## src/rtl/add_sub_4bit_pkg.sv

```systemverilog
`default_nettype none
// ============================================================================
// Module   : add_sub_4bit_pkg
// Brief    : Shared constants for the 4-bit signed adder/subtractor:
//            datapath width and the saturation limits.
// Revision : 1.0 - initial release
// ============================================================================
package add_sub_4bit_pkg;

  // Datapath width of the arithmetic primitive
  localparam int unsigned c_width = 4;

  // Two's-complement limits used when saturating on overflow
  localparam logic [c_width-1:0] c_sat_pos = 4'b0111;  // +7
  localparam logic [c_width-1:0] c_sat_neg = 4'b1000;  // -8

endpackage : add_sub_4bit_pkg
`default_nettype wire

```

## src/rtl/add_sub_4bit_full_adder_1bit.sv

```systemverilog
`default_nettype none
// ============================================================================
// Module   : full_adder_1bit
// Brief    : Single-bit full adder; one stage of the ripple-carry chain.
// Revision : 1.0 - initial release
// ============================================================================
module full_adder_1bit (
  input  logic a,
  input  logic b,
  input  logic cin,
  output logic s,
  output logic cout
);

  logic w_p;

  // Propagate term shared by sum and carry
  assign w_p  = a ^ b;
  assign s    = w_p ^ cin;
  assign cout = (a & b) | (cin & w_p);

endmodule : full_adder_1bit
`default_nettype wire

```

## src/rtl/add_sub_4bit.sv

```systemverilog
`default_nettype none
// ============================================================================
// Module   : add_sub_4bit
// Brief    : Registered 4-bit signed adder/subtractor built from a ripple
//            chain of full adders, with a registered signed-overflow flag.
//            Optional macro ADDSUB_SAT_EN saturates Sum to +7/-8 on
//            overflow instead of wrapping.
// Revision : 1.0 - initial release
// ============================================================================
module add_sub_4bit
  import add_sub_4bit_pkg::*;
(
  input  logic               clk,
  input  logic               rst_n,
  input  logic [c_width-1:0] A,
  input  logic [c_width-1:0] B,
  input  logic               sub,
  output logic [c_width-1:0] Sum,
  output logic               Ovfl
);

  logic [c_width-1:0] w_b;      // B, inverted when subtracting
  logic [c_width:0]   w_c;      // carry chain; w_c[i] is carry into bit i
  logic [c_width-1:0] w_raw;    // wrapped modulo-16 result
  logic [c_width-1:0] w_sum;    // result presented to the output register
  logic               w_ovfl;

  logic [c_width-1:0] r_sum;
  logic               r_ovfl;

  // Subtraction is A + ~B + 1: invert B and inject sub as carry-in
  assign w_b    = B ^ {c_width{sub}};
  assign w_c[0] = sub;

  // Ripple chain of full adders
  for (genvar i = 0; i < c_width; i++) begin : g_fa
    full_adder_1bit u_fa (
      .a    (A[i]),
      .b    (w_b[i]),
      .cin  (w_c[i]),
      .s    (w_raw[i]),
      .cout (w_c[i+1])
    );
  end

  // Signed overflow: carry into the sign bit differs from carry out of it
  assign w_ovfl = w_c[c_width-1] ^ w_c[c_width];

`ifdef ADDSUB_SAT_EN
  // On overflow the true result has the sign of A, so A[3] picks the limit
  assign w_sum = w_ovfl ? (A[c_width-1] ? c_sat_neg : c_sat_pos) : w_raw;
`else
  assign w_sum = w_raw;
`endif

  // Output registers load every cycle; async reset clears them immediately
  always_ff @(posedge clk or negedge rst_n) begin
    if (!rst_n) begin
      r_sum  <= '0;
      r_ovfl <= 1'b0;
    end else begin
      r_sum  <= w_sum;
      r_ovfl <= w_ovfl;
    end
  end

  assign Sum  = r_sum;
  assign Ovfl = r_ovfl;

endmodule : add_sub_4bit
`default_nettype wire

```

## config.mk

```make
export PLATFORM = sky130hd
export DESIGN_NAME = add_sub_4bit
export DESIGN_NICKNAME = d
export VERILOG_FILES = /design/src/rtl/add_sub_4bit_pkg.sv /design/src/rtl/add_sub_4bit_full_adder_1bit.sv /design/src/rtl/add_sub_4bit.sv
export SDC_FILE = /design/constraint.sdc
export NUM_CORES = 1
export LEC_CHECK = 0
export ABC_AREA = 1
export CAP_MARGIN = 0
export CORE_AREA = 2 2 39 41
export CTS_CLUSTER_DIAMETER = 50
export CTS_CLUSTER_SIZE = 28
export DETAILED_ROUTE_END_ITERATION = 16
export DIE_AREA = 0 0 41 43
export SETUP_SLACK_MARGIN = 0.02
export SYNTH_ARGS = -nofsm -noshare
export SYNTH_HDL_FRONTEND = slang
export SYNTH_HIERARCHICAL = 1
export SYNTH_SLANG_ARGS = --single-unit
```

## constraint.sdc

```tcl
create_clock -name clk -period 0.8 [get_ports clk]
set_clock_uncertainty 0.2 [all_clocks]
set_input_delay 0.16 -clock clk [delete_from_list [all_inputs] [get_ports clk]]
set_output_delay 0.16 -clock clk [all_outputs]
set_load 0.05 [all_outputs]
```

# ---- Word-level counts from Yosys, hierarchy flattened
# Cells that the tools add are included.
# Widths: inputs -> output; s select.
dict set report word_totals {
  regBits 5
  mem_count 0
  latch_bits 0
  mem_bits_ro 0
  mem_bits_rw 0
}
dict set report classes {
  mux 0
  addsub 0
  shifts 0
  n_lt_le_gt_ge 0
  div_mod_pow 0
  multipliers 0
  eq_ne 0
  n_reduce_logical 0
  n_bitwise 22
}
# operator count
set op_table {}
lappend op_table {{$xor 1x1->1} 9}
lappend op_table {{$and 1x1->1} 8}
lappend op_table {{$or 1x1->1} 4}
lappend op_table {{$xor 4x4->4} 1}

# ---- Logic depth before layout (Yosys ltp)
# Gate-level depths: netlist of run 1.
dict set report logic_depth {
  depth_word 11
  mapped_depth 10
  depth_no_buf 10
}

# ---- Cells and area by module
# The synthesis of run 1 kept the hierarchy.
# mod area_per_inst_um2 cells_each n_inst
set by_module_without_submodules {}
lappend by_module_without_submodules {add_sub_4bit 207.7 27 1}
lappend by_module_without_submodules {full_adder_1bit 20.0 1 4}

# ---- Worst setup path after synthesis of run 1
# OpenSTA, ideal clock, no wires.
dict set report synth_path {
  path_kind {input to register}
  startpoint {input port sub}
  endpoint {register r_ovfl, in the netlist Ovfl}
  required_ns 0.483
  setup_time_ns 0.117
  path_stages 9
  t_arrival_ns 1.984
  path_slack_ns -1.501
  cell_sequence {inv_2 > nand2_1 > nand2_1 > fa_1 > fa_1 > fa_1 > fa_1 > nand2_1 > nand2_1}
}
dict set report synth_via {
  elab_chain_len 11
}
# element line_no
set synth_rtl {}
lappend synth_rtl {{from (decl)} add_sub_4bit.sv:17} ;# input logic sub,
lappend synth_rtl {{$xor 4x4->4 *} add_sub_4bit.sv:32} ;# assign w_b = B ^ {c_width{sub}};
lappend synth_rtl {{named net w_b[0]} add_sub_4bit.sv:22} ;# logic [c_width-1:0] w_b;
lappend synth_rtl {{$xor 1x1->1} add_sub_4bit_full_adder_1bit.sv:18} ;# assign w_p = a ^ b;
lappend synth_rtl {{$and 1x1->1} add_sub_4bit_full_adder_1bit.sv:20} ;# assign cout = (a & b) | (cin & w_p);
lappend synth_rtl {{$or 1x1->1 *} add_sub_4bit_full_adder_1bit.sv:20}
lappend synth_rtl {{named net w_c[1]} add_sub_4bit.sv:23} ;# logic [c_width:0] w_c;
lappend synth_rtl {{$and 1x1->1 *} add_sub_4bit_full_adder_1bit.sv:20}
lappend synth_rtl {{$or 1x1->1 *} add_sub_4bit_full_adder_1bit.sv:20}
lappend synth_rtl {{named net w_c[2]} add_sub_4bit.sv:23}
lappend synth_rtl {{$and 1x1->1 *} add_sub_4bit_full_adder_1bit.sv:20}
lappend synth_rtl {{$or 1x1->1 *} add_sub_4bit_full_adder_1bit.sv:20}
lappend synth_rtl {{named net w_c[3]} add_sub_4bit.sv:23}
lappend synth_rtl {{$and 1x1->1 *} add_sub_4bit_full_adder_1bit.sv:20}
lappend synth_rtl {{$or 1x1->1 *} add_sub_4bit_full_adder_1bit.sv:20}
lappend synth_rtl {{named net w_c[4]} add_sub_4bit.sv:23}
lappend synth_rtl {{$xor 1x1->1 *} add_sub_4bit.sv:47} ;# assign w_ovfl = w_c[c_width-1] ^ w_c[c_width];
lappend synth_rtl {{named net w_ovfl} add_sub_4bit.sv:26} ;# logic w_ovfl;
lappend synth_rtl {{to (signal assigned)} add_sub_4bit.sv:63} ;# r_ovfl <= w_ovfl;
lappend synth_rtl {{to (decl)} add_sub_4bit.sv:29} ;# logic r_ovfl;
# The timed path passes the listed nets; every way through them passes the cells marked *.

# ---- Worst setup path after layout of run 1
dict set report layout_path {
  startpoint {input port sub}
  endpoint {register r_sum[3], in the netlist Sum[3]}
}
dict set report layout_via {
  elab_chain_len 9
}
# element line_no
set layout_rtl {}
lappend layout_rtl {{$xor 4x4->4} add_sub_4bit.sv:32}
lappend layout_rtl {{$xor 1x1->1} add_sub_4bit_full_adder_1bit.sv:18}
lappend layout_rtl {{$and 1x1->1} add_sub_4bit_full_adder_1bit.sv:20}
lappend layout_rtl {{$or 1x1->1 *} add_sub_4bit_full_adder_1bit.sv:20}
lappend layout_rtl {{named net w_c[1]} add_sub_4bit.sv:23}
lappend layout_rtl {{$and 1x1->1 *} add_sub_4bit_full_adder_1bit.sv:20}
lappend layout_rtl {{$or 1x1->1 *} add_sub_4bit_full_adder_1bit.sv:20}
lappend layout_rtl {{named net w_c[2]} add_sub_4bit.sv:23}
lappend layout_rtl {{$and 1x1->1 *} add_sub_4bit_full_adder_1bit.sv:20}
lappend layout_rtl {{$or 1x1->1 *} add_sub_4bit_full_adder_1bit.sv:20}
lappend layout_rtl {{named net w_c[3]} add_sub_4bit.sv:23}
lappend layout_rtl {{$xor 1x1->1 *} add_sub_4bit_full_adder_1bit.sv:19} ;# assign s = w_p ^ cin;
lappend layout_rtl {{named net w_raw[3]} add_sub_4bit.sv:24} ;# logic [c_width-1:0] w_raw;
lappend layout_rtl {{to (signal assigned)} add_sub_4bit.sv:62} ;# r_sum <= w_sum;
lappend layout_rtl {{to (decl)} add_sub_4bit.sv:28} ;# logic [c_width-1:0] r_sum;
# Marked as above.

==> results of run 1 <==
[path summary, 6_finish.rpt]
| check | cells after the start | slack (ns) | end |
|---|---|---|---|
| max | 6 | -1.25 | Sum[3] |
| min | 1 | -0.06 | Sum[3] |
| max in group asynchronous | 1 | 0.26 | Sum[0] |
| min in group clk | 2 | 0.05 | Sum[0] |
[where the power goes]
part	switching (mW)	leakage, nW	internal [mW]
combinational	0.297	0.232	0.315
clock	0.0918	0.0150	0.188
sequential	0.0420	0.0545	0.316
total	0.430	0.301	0.819
[metrics by stage]
| stage | total power, mW | area, um^2 | setup TNS, ns | utilization |
|---|---|---|---|---|
| 3_3_place_gp | 0.958 | 571 | -8.50 | 0.412 |
| 5_1_grt | 1.32 | 614 | -5.88 | 0.444 |
| 6_report | 1.25 | 614 | -5.70 | 0.444 |
| 2_1_floorplan | 0.616 | 320 | -5.01 | - |
| 4_1_cts | 1.27 | 608 | -6.19 | 0.439 |
| 3_5_place_dp | 0.974 | 571 | -8.58 | 0.412 |
[layout by cell type (no fill, tap or decap)]
cell type	synthesis	layout
buf_12	0	6
nand2_1	15	12
dfrtp_2	0	4
dlymetal6s2s_1	0	1
buf_6	0	2
inv_1	6	5
buf_4	0	3
inv_4	0	1
nand2_2	0	3
clkdlybuf4s50_1	0	6
inv_12	0	1
dfrtp_1	5	1
clkbuf_4	0	3
fa_2	0	4
clkbuf_2	0	1
clkbuf_1	0	1
[registers in the layout, indices dropped and copies added, names as in the netlist]
signal  count
Ovfl        1
Sum         4
[kinds of logic (layout without fill, tap and decap cells)]
kind of cell	count (synthesis)	after routing	share of synthesized area
AND/OR/NAND/NOR	15	15	0.196
buffers and inverters	7	30	0.0913
flip-flops	5	5	0.435
adder cells (fa/ha/maj)	4	4	0.278
[critical path: stages]
cell and delay (ns):
buf_12 0.12, buf_6 0.11, fa_2 0.35, fa_2 0.37, fa_2 0.38, fa_2 0.52
[final cells by class]
| class | count | area share |
|---|---|---|
| clock buffers | 4 | 0.0428 |
| inverters | 7 | 0.0672 |
| flip-flops and latches | 5 | 0.212 |
| well taps | 16 | 0.0326 |
| repair buffers | 19 | 0.395 |
| multi-input cells | 19 | 0.251 |
[synth_stat cells, drive strengths merged]
library cell	number
nand2	15
fa	4
inv	7
dfrtp	5
[timing repair]
| action | CTS | global route |
|---|---|---|
| endpoints found under the hold margin | 5 | 5 |
| resized for setup | 14 | 7 |
| pin swaps | 8 | 5 |
| setup endpoints to repair | 10 | 10 |
| buffers inserted | 0 | 1 |
| gates cloned | 0 | 0 |
[metal layers]
metal  part of all wire  vias to the layer above
met2               0.51                       13
met4                  0                        0
met5                  0                        -
met1               0.37                      114
met3               0.12                        0
li1                   -                      134
==> metrics, run 1 <==
status=complete, but fails checks; failing checks=negative hold slack, negative setup slack; final period utilization=2.56; DP HPWL=477 um; M2 GR Usage=0.100; CP Capture Type=flip-flop; max-cap check violation count=0; met3 Usage GRT=0.0209; Residual DRC=0; Synth warnings=6; post-synthesis sequential area ratio=0.435; number of global-route vias before repair=230; total grt overflow=0; layout cell share with drive strength beyond 1=0.519; worst slack, placed=-2.09 ns; Slew headroom=0.857; Core Footprint=1380 um^2; first-pass GRT wire length=793 um; Hold Slack=-0.0612 ns; proportion of netlist area held by the largest area contributor=0.435; Netlist Area Pre-Place=288 um^2; Area contributors post-synth=dfrtp_1, fa_1, nand2_1; Die H=43 um; gr busiest metal=met2; GRT Total Usage=0.0720; dpl cells=66; leak pwr=0.301 nW; FP Rows=14; gpl congestion=0.677; Worst EP required=0.77 ns; Mapped Cells=31; Sink Count=5; via-per-instance ratio=3.73; Critical Path Fanout Max=4; largest net degree at the start of global routing=6; Arr. time, crit path=2.02 ns; IO buf count=15; initial antenna violation count=0; Slew @ Worst Pin=0.213 ns; H-tree depth=1; Die ar.=1760 um^2; critical setup path kind=input pin to flip-flop; Synth Net Count=46; area of the multi-input gates=154 um^2; post-layout min period=2.05 ns; CP startpoint=sub; Hold WC Path Type=input pin to async pin; Power Density=2030 nW/um^2; RSZ-0062 raised after global routing=true; 1st-pass router iterations=1; met1 usage=0.0764; clock buffer count from CTS=3; syn avg cell area=9.28 um^2; io pins=16; setup slack after layout=-1.25 ns; register area=130 um^2; Via Count=261; root buffer cell=clkbuf_4; initial cell density of the core=0.208; Peak supply drop=0.522 mV; Slew Viols, Final=0; number of routed nets with antenna violations=0; Post-Route WL=531 um; Startpoint Class=input pin; FMAX=488 MHz; n_diodes=0; Die W=41 um; area leader, netlist=dfrtp_1; Post-Layout Cell Count=70; Setup-failing EPs final=10; fin nets=70; initial drt markers=0; Final Hold Viols=5; P&R area growth vs syn=113%; CTS tree=done; Reg clk slew, reported paths=0.04 ns; FF+latch count, synth=5; per-cell routed wire length=7.59 um; Yosys cell types=5; clk buf depth=2; Fill cells=145
(Power assumes the default switching activity.)
==> run 2: changes to the inputs <==
--- a/constraint.sdc
+++ b/constraint.sdc
@@ -4,2 +4,2 @@
 set_output_delay 0.16 -clock clk [all_outputs]
-set_load 0.05 [all_outputs]
+set_load 0.005 [all_outputs]
==> metrics, run 2 (synthesized netlist as in run 1, its figures left out) <==
Setup-failing EPs final=10 (unchanged); number of global-route vias before repair=285 (+24%); initial cell density of the core=0.208 (unchanged); Slew @ Worst Pin=0.224 ns (+0.0107 ns); Post-Layout Cell Count=71 (+1.4%); final period utilization=2.53 (-0.0380); Residual DRC=0 (unchanged); Via Count=271 (+3.8%); failing checks=negative hold slack, negative setup slack; clk buf depth=2 (unchanged); post-layout min period=2.02 ns (-0.0304 ns); layout cell share with drive strength beyond 1=0.455 (-0.0640); CTS tree=done; FP Rows=14 (unchanged); Arr. time, crit path=1.99 ns (-0.03 ns); root buffer cell=clkbuf_4; Power Density=1570 nW/um^2 (-23%); Slew Viols, Final=0 (unchanged); Die W=41 um (unchanged); status=complete, but fails checks; Post-Route WL=597 um (+12%); Critical Path Fanout Max=4 (unchanged); Die ar.=1760 um^2 (unchanged); commonest cells after routing, fill and taps aside=nand2_1, clkdlybuf4s50_1, dfrtp_1, inv_1, buf_2; Area after DPL=515 um^2 (-9.6%); first-pass GRT wire length=1.05 mm (+32%); Slew headroom=0.850 (-0.00718); GRT Total Usage=0.0900 (+0.0180); number of routed nets with antenna violations=0 (unchanged); clock buffer count from CTS=3 (unchanged); leading cell type in the layout, fill and taps excluded=nand2_1; setup slack after layout=-1.22 ns (+0.0304 ns); Core Footprint=1380 um^2 (unchanged); setup TNS=-5.20 ns (+0.501 ns); io pins=16 (unchanged); Hold WC Path Type=input pin to async pin; largest net degree at the start of global routing=6 (unchanged); gpl congestion=0.660 (-2.5%); Core Util, Final=0.395 (-0.0488); initial drt markers=2 (+2); leak pwr=0.288 nW (-4.4%); Reg clk slew, reported paths=0.04 ns (about the same); CP Capture Type=flip-flop; total grt overflow=0 (unchanged); Peak supply drop=0.306 mV (-41%); per-cell routed wire length=8.41 um (+11%); Final Hold Viols=5 (unchanged); Sink Count=5 (unchanged); dpl cells=66 (unchanged); Die H=43 um (unchanged); FMAX=495 MHz (+1.5%); DP HPWL=516 um (+8.2%); 1st-pass router iterations=3 (+2); Worst EP required=0.77 ns (about the same); fin nets=71 (+1.4%); Hold Slack=-0.0532 ns (+0.00799 ns); Largest register FFs=4 (unchanged); critical setup path kind=input pin to flip-flop; Tot Pwr=0.858 mW (-31%); max-cap check violation count=0 (unchanged); H-tree depth=1 (unchanged); IO buf count=15 (unchanged); via-per-instance ratio=3.82 (+2.4%); RSZ-0062 raised after global routing=true; P&R area growth vs syn=90.0%; Startpoint Class=input pin; initial antenna violation count=0 (unchanged); n_diodes=0 (unchanged); fin area=547 um^2 (-11%)
run 2: per-layer routing:
| metal | routed length, um | track usage | part of all wire |
|---|---|---|---|
| met5 | 0 | 0 | 0 |
| met4 | 0 | 0.0600 | 0 |
| met3 | 83 | 0.0366 | 0.14 |
| met2 | 315 | 0.141 | 0.53 |
| met1 | 198 | 0.0921 | 0.33 |
run 2: what timing repair did:
action	4_1_cts	5_1_grt
pin swaps	7	4
hold endpoints to repair	5	5
setup buffers	1	1
gates resized for setup	34	8
setup endpoints to repair	10	10
run 2: final cells by class:
class                           instances  area (um^2)
Fill cell                             151          837
Timing Repair Buffer                   20          175
Multi-Input combinational cell         19          159
Sequential cell                         5          125
Inverter                                7         41.3
Clock buffer                            4         26.3
Tap cell                               16         20.0
run 2: critical path, cell delays in order:
cell	delay, ns
buf_12	0.12
buf_6	0.11
fa_2	0.36
fa_2	0.36
fa_2	0.36
fa_2	0.52
run 2: worst paths after layout:
check                      start      to  slack (ns)  depth (start not counted)
worst max-delay path         sub  Sum[3]       -1.22                          6
worst min-delay path       rst_n  Sum[0]       -0.05                          1
max in group asynchronous  rst_n  Sum[3]        0.27                          1
min in group clk            A[0]  Sum[0]        0.05                          2
run 2: through the flow:
stage                     hold slack, ns  setup slack [ns]
after floorplan                   -0.336             -1.40
after global placement             0.193             -2.07
after detailed placement           0.194             -2.10
after CTS                        -0.0578             -1.36
after global routing             -0.0557             -1.26
final                            -0.0532             -1.22
run 2: power by group:
| part | switching [mW] | total (mW) | internal [mW] |
|---|---|---|---|
| Clock | 0.0890 | 0.277 | 0.188 |
| Sequential | 0.0106 | 0.317 | 0.306 |
| Combinational | 0.114 | 0.265 | 0.151 |
==> run 3: changes to the inputs <==
- CTS_BUF_LIST: unset -> sky130_fd_sc_hd__clkbuf_8
==> metrics, run 3 (synthesized netlist as in run 1, its figures left out) <==
status=complete, but fails checks; failing checks=negative hold slack, negative setup slack; clk buf depth=2 (unchanged); Hold WC Path Type=input pin to async pin; DP HPWL=516 um (unchanged); Slew Viols, Final=0 (unchanged); first-pass GRT wire length=1.07 mm (+2.0%); fin nets=71 (unchanged); Startpoint Class=input pin; Arr. time, crit path=1.99 ns (about the same); gpl congestion=0.660 (unchanged); FP Rows=14 (unchanged); M2 GR Usage=0.144 (+0.00312); Core Footprint=1380 um^2 (unchanged); initial antenna violation count=0 (unchanged); Setup-failing EPs final=10 (unchanged); number of routed nets with antenna violations=0 (unchanged); Slew headroom=0.852 (+0.00212); layout cell share with drive strength beyond 1=0.455 (unchanged); Reg clk slew, reported paths=0.04 ns (about the same); gr busiest metal=met2; initial drt markers=2 (unchanged); Via Count=273 (+0.74%); total grt overflow=0 (unchanged); CP top delay family=adder cells; clock buffer count from CTS=3 (unchanged); Die ar.=1760 um^2 (unchanged); IO buf count=15 (unchanged); Fill cells=150 (-0.66%); Stages on worst setup path=6 (unchanged); Sink Count=5 (unchanged); Slowest-stage cell, CP=fa_2; final period utilization=2.54 (+0.0145); largest net degree at the start of global routing=6 (unchanged); Worst EP required=0.76 ns (about the same); GRT Total Usage=0.0971 (+0.00708); initial cell density of the core=0.208 (unchanged); Hold Slack=-0.0423 ns (+0.0109 ns); Post-Route WL=621 um (+4.0%); Residual DRC=0 (unchanged); worst slack, placed=-2.10 ns (unchanged); met1 usage=0.0921 (unchanged); CP Capture Type=flip-flop; crit path cell chain=buf_12 > buf_6 > fa_2 > fa_2 > fa_2 > fa_2; io pins=16 (unchanged); n_diodes=0 (unchanged); leading cell type in the layout, fill and taps excluded=nand2_1; RSZ-0062 raised after global routing=true; via-per-instance ratio=3.85 (+0.74%); Largest register FFs=4 (unchanged); Die W=41 um (unchanged); CP startpoint=sub; Power Density=1830 nW/um^2 (+16%); met3 Usage GRT=0.0524 (+0.0157); WP buf/inv=2 (unchanged); commonest cells after routing, fill and taps aside=nand2_1, inv_1, clkdlybuf4s50_1, dfrtp_1, buf_2; per-cell routed wire length=8.75 um (+4.0%); critical setup path kind=input pin to flip-flop; CTS tree=done; P&R area growth vs syn=96.5%; 1st-pass router iterations=3 (unchanged); number of global-route vias before repair=284 (-0.35%); FMAX=492 MHz (-0.57%); setup TNS=-5.19 ns (+0.0100 ns); Critical Path Fanout Max=4 (unchanged); Peak supply drop=0.558 mV (+82%); Slew @ Worst Pin=0.221 ns (-0.00318 ns); post-layout min period=2.03 ns (+0.0116 ns); leak pwr=0.300 nW (+4.1%); CP max stage delay=0.52 ns (about the same); setup slack after layout=-1.23 ns (-0.0116 ns); root buffer cell=clkbuf_8; max-cap check violation count=0 (unchanged); Die H=43 um (unchanged); Top cell by count, worst path=fa_2; Final Hold Viols=5 (unchanged); H-tree depth=1 (unchanged)
run 3: how the worst max path moves through the flow:
| stage | endpoint | slack, ns |
|---|---|---|
| floorplan | Sum[3] | -1.40 |
| global placement | Sum[3] | -2.07 |
| CTS | Sum[3] | -1.38 |
| global route | Sum[3] | -1.28 |
| finish | Sum[3] | -1.23 |
| detailed placement | Sum[3] | -2.10 |
run 3: through the flow:
| step | cell area [um^2] | cells | util | hold slack [ns] | total power, mW |
|---|---|---|---|---|---|
| 2_1_floorplan | 315 | 31 | - | -0.336 | 0.420 |
| 3_3_place_gp | 515 | 66 | 0.373 | 0.193 | 0.613 |
| 3_5_place_dp | 515 | 66 | 0.373 | 0.194 | 0.628 |
| 4_1_cts | 556 | 71 | 0.401 | -0.0423 | 1.05 |
| 5_1_grt | 566 | 71 | 0.409 | -0.0318 | 1.10 |
| 6_report | 566 | 71 | 0.409 | -0.0423 | 1.03 |
run 3: per-layer routing:
metal	routed length [um]	up-vias
met1	198	123
li1	-	134
met3	96	2
met4	14	0
met5	0	-
met2	311	14
run 3: layout make-up:
class | instances | area, um^2 | area share
inverter | 7 | 41.3 | 0.0730
tap | 16 | 20.0 | 0.0354
clock inverter | 1 | 3.75 | 0.00664
multi-input combinational | 19 | 159 | 0.281
timing repair buffer | 20 | 175 | 0.310
clock buffer | 3 | 41.3 | 0.0730
sequential | 5 | 125 | 0.221
run 3: repair_timing:
action,CTS,global route
resized for setup,34,8
endpoints found under the hold margin,5,5
pin swaps,8,4
setup endpoints to repair,10,10
buffers inserted,1,1
run 3: power by group:
group	internal [mW]	leakage [nW]	switching [mW]
clock	0.329	0.0269	0.123
combinational	0.151	0.214	0.114
sequential	0.307	0.0586	0.0106
total	0.786	0.300	0.247
